$ cat src/rtl/regfile_pkg.sv
// Shared constants and helpers for the multi-port register file.
// Provides default geometry and the write-commit qualifier used by both the
// storage write logic and the read forwarding mux, so they always agree.
package regfile_pkg;

  localparam int unsigned RF_DATA_W = 32;
  localparam int unsigned RF_DEPTH  = 32;
  localparam int unsigned RF_ADDR_W = 5;

  // A write commits only to an in-range address that is not the hard-wired zero.
  function automatic logic valid_wr(input logic [31:0] addr,
                                    input logic        zeroReg,
                                    input logic [31:0] depth);
    return (addr < depth) && !(zeroReg && (addr == 32'd0));
  endfunction

endpackage

$ cat src/rtl/regfile_fwd_mux.sv
// Per-read-port selection: out-of-range -> 0, zero register -> 0,
// same-cycle committing write -> that write's data (highest port wins),
// otherwise the stored array value.
// Ports:
//   rdAddr   - read address of this port
//   wrEn     - all write enables
//   wrAddr   - all write addresses, packed
//   wrData   - all write data, packed
//   arrData  - stored value read from the array at rdAddr
//   selData_c- selected read value (combinational)
module regfile_fwd_mux
  import regfile_pkg::*;
#(
  parameter int unsigned DATA_W   = RF_DATA_W,
  parameter int unsigned DEPTH    = RF_DEPTH,
  parameter int unsigned ADDR_W   = RF_ADDR_W,
  parameter int unsigned NUM_WR   = 1,
  parameter int unsigned ZERO_REG = 1
) (
  input  logic [ADDR_W-1:0]        rdAddr,
  input  logic [NUM_WR-1:0]        wrEn,
  input  logic [NUM_WR*ADDR_W-1:0] wrAddr,
  input  logic [NUM_WR*DATA_W-1:0] wrData,
  input  logic [DATA_W-1:0]        arrData,
  output logic [DATA_W-1:0]        selData_c
);

  localparam logic ZERO_EN = (ZERO_REG != 0);

  // Later assignments override earlier ones, giving the priority order.
  always_comb begin
    selData_c = arrData;
    for (int j = 0; j < int'(NUM_WR); j++) begin
      if (wrEn[j]
          && valid_wr(32'(wrAddr[j*ADDR_W +: ADDR_W]), ZERO_EN, 32'(DEPTH))
          && (wrAddr[j*ADDR_W +: ADDR_W] == rdAddr)) begin
        selData_c = wrData[j*DATA_W +: DATA_W];
      end
    end
    if (ZERO_EN && (rdAddr == '0)) begin
      selData_c = '0;
    end
    if (32'(rdAddr) >= 32'(DEPTH)) begin
      selData_c = '0;
    end
  end

endmodule

$ cat src/rtl/regfile_mp.sv
// Parametrised multi-port register file with registered, stall-holdable
// read ports and same-cycle write-to-read bypass.
// Ports:
//   clk, rst - clock and synchronous active-high reset
//   rd_en    - per-read-port enable; 0 holds the lane
//   rd_addr  - packed read addresses
//   rd_data  - packed registered read data
//   wr_en    - per-write-port enable
//   wr_addr  - packed write addresses
//   wr_data  - packed write data
module regfile_mp
  import regfile_pkg::*;
#(
  parameter int unsigned DATA_W   = RF_DATA_W,
  parameter int unsigned DEPTH    = RF_DEPTH,
  parameter int unsigned ADDR_W   = RF_ADDR_W,
  parameter int unsigned NUM_RD   = 2,
  parameter int unsigned NUM_WR   = 1,
  parameter int unsigned ZERO_REG = 1
) (
  input  logic                     clk,
  input  logic                     rst,
  input  logic [NUM_RD-1:0]        rd_en,
  input  logic [NUM_RD*ADDR_W-1:0] rd_addr,
  output logic [NUM_RD*DATA_W-1:0] rd_data,
  input  logic [NUM_WR-1:0]        wr_en,
  input  logic [NUM_WR*ADDR_W-1:0] wr_addr,
  input  logic [NUM_WR*DATA_W-1:0] wr_data
);

  localparam int unsigned IDX_W   = (DEPTH > 1) ? $clog2(DEPTH) : 1;
  localparam logic        ZERO_EN = (ZERO_REG != 0);

  logic [DATA_W-1:0] regs    [DEPTH];
  logic [DATA_W-1:0] rdDataQ [NUM_RD];
  logic [DATA_W-1:0] arrData [NUM_RD];
  logic [DATA_W-1:0] selData [NUM_RD];

  // Storage: reset clears everything; higher write ports land last and win.
  always_ff @(posedge clk) begin
    if (rst) begin
      for (int r = 0; r < int'(DEPTH); r++) begin
        regs[r] <= '0;
      end
    end else begin
      for (int j = 0; j < int'(NUM_WR); j++) begin
        if (wr_en[j]
            && valid_wr(32'(wr_addr[j*ADDR_W +: ADDR_W]), ZERO_EN, 32'(DEPTH))) begin
          regs[IDX_W'(wr_addr[j*ADDR_W +: ADDR_W])] <= wr_data[j*DATA_W +: DATA_W];
        end
      end
    end
  end

  for (genvar i = 0; i < int'(NUM_RD); i++) begin : g_rd
    logic [ADDR_W-1:0] rdAddrI;
    assign rdAddrI = rd_addr[i*ADDR_W +: ADDR_W];

    // Array index is only meaningful in range; the mux zeroes the rest anyway.
    always_comb begin
      arrData[i] = '0;
      if (32'(rdAddrI) < 32'(DEPTH)) begin
        arrData[i] = regs[IDX_W'(rdAddrI)];
      end
    end

    regfile_fwd_mux #(
      .DATA_W  (DATA_W),
      .DEPTH   (DEPTH),
      .ADDR_W  (ADDR_W),
      .NUM_WR  (NUM_WR),
      .ZERO_REG(ZERO_REG)
    ) u_fwd (
      .rdAddr   (rdAddrI),
      .wrEn     (wr_en),
      .wrAddr   (wr_addr),
      .wrData   (wr_data),
      .arrData  (arrData[i]),
      .selData_c(selData[i])
    );

    // Read lane register; disabled lanes hold for pipeline stalls.
    always_ff @(posedge clk) begin
      if (rst) begin
        rdDataQ[i] <= '0;
      end else if (rd_en[i]) begin
        rdDataQ[i] <= selData[i];
      end
    end

    assign rd_data[i*DATA_W +: DATA_W] = rdDataQ[i];
  end

endmodule

$ cat config.mk
export PLATFORM = sky130hd
export DESIGN_NAME = regfile_mp
export DESIGN_NICKNAME = d
export VERILOG_FILES = /design/src/rtl/regfile_pkg.sv /design/src/rtl/regfile_fwd_mux.sv /design/src/rtl/regfile_mp.sv
export SDC_FILE = /design/constraint.sdc
export NUM_CORES = 2
export LEC_CHECK = 0
export CAP_MARGIN = 10
export CORE_MARGIN = 1
export CORE_UTILIZATION = 44
export CTS_CLUSTER_DIAMETER = 30
export DETAILED_ROUTE_END_ITERATION = 8
export GPL_TIMING_DRIVEN = 0
export PLACE_DENSITY = 0.65
export SETUP_SLACK_MARGIN = 0.3
export SYNTH_ARGS = -nofsm -noshare
export SYNTH_HDL_FRONTEND = slang
export SYNTH_SLANG_ARGS = --single-unit
$ cat constraint.sdc
create_clock -name clk -period 3.8 [get_ports clk]
set_input_delay 0.95 -clock clk [delete_from_list [all_inputs] [get_ports clk]]
set_output_delay 0.95 -clock clk [all_outputs]
set_load 0.005 [all_outputs]
Word level (Yosys, flattened, before mapping):

Memories as Yosys holds them, arrays and structs flattened.
Index checks and enable logic that the tools add are counted.

* bits in writable memories: 1088
* output and inout port bits: 64
* memories kept: 2
* bits in registers: 0
* bits of input ports: 52

Memories
* regs: words 32, width 32, rd ports 2, clocked after memory_dff 0, write ports 32, RTL line regfile_mp.sv:34 `logic [DATA_W-1:0] regs [DEPTH];`
* rdDataQ: words 2, width 32, rd ports 2, clocked after memory_dff 0, write ports 2, RTL line regfile_mp.sv:35 `logic [DATA_W-1:0] rdDataQ [NUM_RD];`

* bitwise operators: 2
* eq/ne operators: 2
* reductions and logical operators: 8
* mux-type cells: 20

Operators by type and width (count)
* $mux 32: 7
* $reduce_or 32->1: 1
* $logic_not 5->1: 3
* $mux 1: 12
* $eq 5x5->1: 2
* $mux 5: 1
* $logic_and 1x1->1: 3
* $or 1x1->1: 2
* $logic_not 1->1: 1

Logic depth before layout (Yosys ltp):

* word-level depth: 8
* depth in mapped cells: 9
* gate-level depth less buffers: 5

Hierarchy:

Synthesis repeated with hierarchy kept, for this count alone.

* cells, all modules: 4972
* area total of the unflattened synthesis: 59926.2 µm²

Modules (own cells, without submodules)
* regfile_mp: times used 1, cells an instance 4744, area each 58464.8 µm²
* regfile_fwd_mux: times used 2, cells an instance 114, area each 730.7 µm²

Least setup slack after synthesis:

OpenSTA, ideal clock, no wires.

* path kind: input to register
* from: in rd_addr[0]
* to: mem rdDataQ[0][0] (netlist name) (data pin)
* data arrival time: 2.720 ns
* path slack: 0.821 ns
* required time: 3.541 ns
* path buffers: 3
* stages on the path: 7
* setup time: 0.259 ns
* cell sequence: buf_2 -> buf_2 -> buf_2 -> mux4_2 -> a22oi_1 -> a21oi_1 -> a211o_1

RTL lines
* start: declaration: RTL line regfile_mp.sv:24 `input logic [NUM_RD*ADDR_W-1:0] rd_addr,`
* end: declaration: RTL line regfile_mp.sv:35

==> out/qor.yml <==
layout-drive-gt1-share_pct: 19.6
n_fill_cell: 10700
clkSinkCount: 1088
clk_latency_ns: 0.86
hold_viol: 0
antenna_found_initial: 17
ys_ff_latch: 1088
intPower_uw: 29300
dieWidth_microns: 364
viasPerCell: 6.39
cts_made_buffers: 239
seq_area_frac_synth_pct: 56.8
drtIter0Drc: 5934
period_minus_slack_ns: 3.68
postCtsSetupBuffers: 0
yosysWarnings: 0
rows: 132
combinationalPowerShare_pct: 9.2
port_buffers: 103
fin_crit_sh_pct: 97.0
core_sq_mm: 0.130
final_nets: 4435
power_frac_seq_pct: 36.7
hpwl_microns: 150000
start_util_pct: 44.4
rsz0062_at_grt: "true"
drc_errors: 0
hold_path_class: "primary input to register"
holdBufCountCts: 0
clockBufferDepth: 3
p_clk_share_pct: 54.1
status: "complete, no violations"
fin_area_sq_mm: 0.0695
multiInputGateArea_sq_mm: 0.0234
grtUsageTotal_pct: 32.1
p_switching_uw: 9660
cellLeakagePower_uw: 0.0251
postRouteAntennaNets: 0
path_class: "primary input to register"
p_per_area_mw_per_mm2: 560
layout_common_cells: "1088 x edfxtp_1, 992 x and2_1, 416 x mux2i_1"
grt_pass1_wl_microns: 293000
syn-instance-count: 4001
relSlewSlack_pct: 15.8
dpl_cell_area_sq_mm: 0.0610
crit_path_max_fanout: 10
synth_area_sq_mm: 0.0575
required_ns: 4.42
dr.pass1.iters: 6
h-tree-depth: 4
peakVddDrop_uv: 500
arrival_ns: 4.31
cts_tree: "yes"
wl_per_cell_microns: 33.8
vias: 40600
die_area_sq_mm: 0.132
grt_max_degree: 33
layout.area.seq_sq_mm: 0.0327
wirelength_microns: 214000
fp.dieH_microns: 364
gr-total-overflow: 0
cp-end-kind: "register"
worst_slew_pin_slew_ns: 1.26
cap_violations: 0
ys_types: 41
finalMaxSlewViolations: 0
setup_viol_count_final: 0
gp_congestion: 0.980
startpoint_type: "primary input"
first_global_vias: 39800
cts.clk_slew.worst_paths_ns: 0.05
final_common_cell: "edfxtp_1"
final_util_pct: 53.6
fin_worst_skew_ns: 0.0518
area.growth.synth_to_final_pct: 20.8
cts_root_buf: "clkbuf_16"
pin_count: 116
fmaxAchievable_ghz: 0.271
avgSynthCellArea_sq_um: 14.4
swShare_pct: 24.8
==> worst max-delay path: stages <==
cell             delay, ns
clkdlybuf4s50_1       0.66
clkbuf_2              0.47
inv_1                 0.27
clkbuf_1              0.43
a221oi_1              0.65
a22oi_1               0.19
a21oi_1               0.28
a221o_1               0.40
==> routing by layer <==
metal | wire [microns] | vias up | GRT usage (%) | share of wire (%)
met5 | 34 | - | 0 | 0.016
met4 | 13400 | 6 | 18.8 | 6.2
met3 | 25700 | 643 | 8.98 | 12
met2 | 96300 | 2885 | 48.7 | 45
met1 | 79100 | 20700 | 41.1 | 37
li1 | - | 16400 | - | -
==> state kept, by name, indices dropped and copies added (netlist names) <==
| register | cells |
|---|---|
| regs | 1024 |
| rdDataQ | 64 |
==> cell usage after synthesis <==
| library cell | instances | area share [%] |
|---|---|---|
| nor2_1 | 36 | 0.23 |
| o21bai_1 | 64 | 0.83 |
| a22oi_1 | 64 | 0.83 |
| a211oi_1 | 64 | 0.83 |
| mux4_2 | 320 | 13 |
| or3_4 | 1 | 0.020 |
| o31ai_1 | 1 | 0.013 |
| xnor2_1 | 10 | 0.15 |
| o22a_1 | 32 | 0.49 |
| inv_1 | 3 | 0.020 |
| nand3b_1 | 5 | 0.065 |
| nand2b_1 | 3 | 0.033 |
| a21oi_1 | 97 | 0.84 |
| nand2_1 | 5 | 0.033 |
| clkbuf_1 | 301 | 2.0 |
| a221o_1 | 32 | 0.56 |
| a221oi_1 | 160 | 2.4 |
| and3_1 | 1 | 0.011 |
| a211o_1 | 32 | 0.49 |
| nor4_1 | 2 | 0.022 |
| o31ai_4 | 1 | 0.037 |
| buf_4 | 14 | 0.18 |
| o311ai_1 | 2 | 0.030 |
| o21ai_0 | 32 | 0.28 |
| clkbuf_4 | 1 | 0.013 |
| buf_2 | 78 | 0.68 |
| buf_1 | 27 | 0.18 |
| nor3_1 | 2 | 0.017 |
| or2_2 | 33 | 0.36 |
| nor4b_1 | 1 | 0.015 |
| nand3_1 | 4 | 0.035 |
| nor4b_4 | 1 | 0.041 |
| a21boi_0 | 32 | 0.42 |
| nand4b_1 | 1 | 0.015 |
| conb_1 | 1 | 0.0065 |
| nor2b_1 | 36 | 0.39 |
| mux2i_1 | 416 | 7.2 |
| or3b_2 | 2 | 0.030 |
| and2_1 | 992 | 11 |
| buf_6 | 4 | 0.078 |
| edfxtp_1 | 1088 | 57 |
==> power groups by stage <==
stage / combinational [uW] / clock [uW] / sequential [uW]
4_1_cts: 3480 / 21000 / 14300
5_1_grt: 3670 / 21600 / 14300
3_3_place_gp: 3410 / 0 / 14400
3_5_place_dp: 3450 / 0 / 14500
6_report: 3600 / 21000 / 14300
2_1_floorplan: 2000 / 0 / 14400
==> area by class of cell <==
class	instances	area share (%)
buffer	425	2.63
tap	1742	3.14
multi-input combinational	2519	33.7
clock buffer	275	8.89
sequential	1088	47.0
antenna	17	0.0612
inverter	3	0.0162
clock inverter	175	2.95
timing repair buffer	107	1.58
==> cells by family after synthesis <==
| logic type | count (synthesis) | synth area share, % |
|---|---|---|
| AO/OA/AOI/OAI | 613 | 8.09 |
| multiplexers | 736 | 19.8 |
| buffers and inverters | 428 | 3.11 |
| flip-flops | 1088 | 56.8 |
| other | 1 | 0.00652 |
| AND/OR/NAND/NOR | 1125 | 12.1 |
| XOR/XNOR | 10 | 0.152 |
==> worst paths after layout <==
| kind | from | end | slack, ns | cells after the start |
|---|---|---|---|---|
| setup / recovery | rd_addr[9] | rdDataQ[1][20] | 0.12 | 8 |
| hold / removal | wr_data[6] | rdDataQ[0][6] | 0.98 | 2 |
| setup reg to reg | regs[1][17] | rdDataQ[1][17] | 1.40 | 5 |
| hold reg to reg | regs[14][27] | rdDataQ[1][27] | 1.01 | 4 |
==> what timing repair did <==
item | CTS | global route
cloned | 0 | 3
resized for setup | 41 | 76
endpoints found under the setup margin | 792 | 854
==> metrics by stage <==
step | std cells | power (uW) | setup WS, ns | TNS, ns | hold WS (ns)
2_1_floorplan | 4032 | 16400 | 0.821 | 0 | 0.808
3_3_place_gp | 5877 | 17800 | -1.52 | -784.13 | 0.998
3_5_place_dp | 5881 | 17900 | -1.27 | -793.76 | 1.01
4_1_cts | 6331 | 38700 | 0.193 | 0 | 0.931
5_1_grt | 6336 | 39600 | 0.139 | 0 | 0.990
6_report | 6351 | 38900 | 0.116 | 0 | 0.979
No activity file was read; power rests on OpenSTA's default activity.
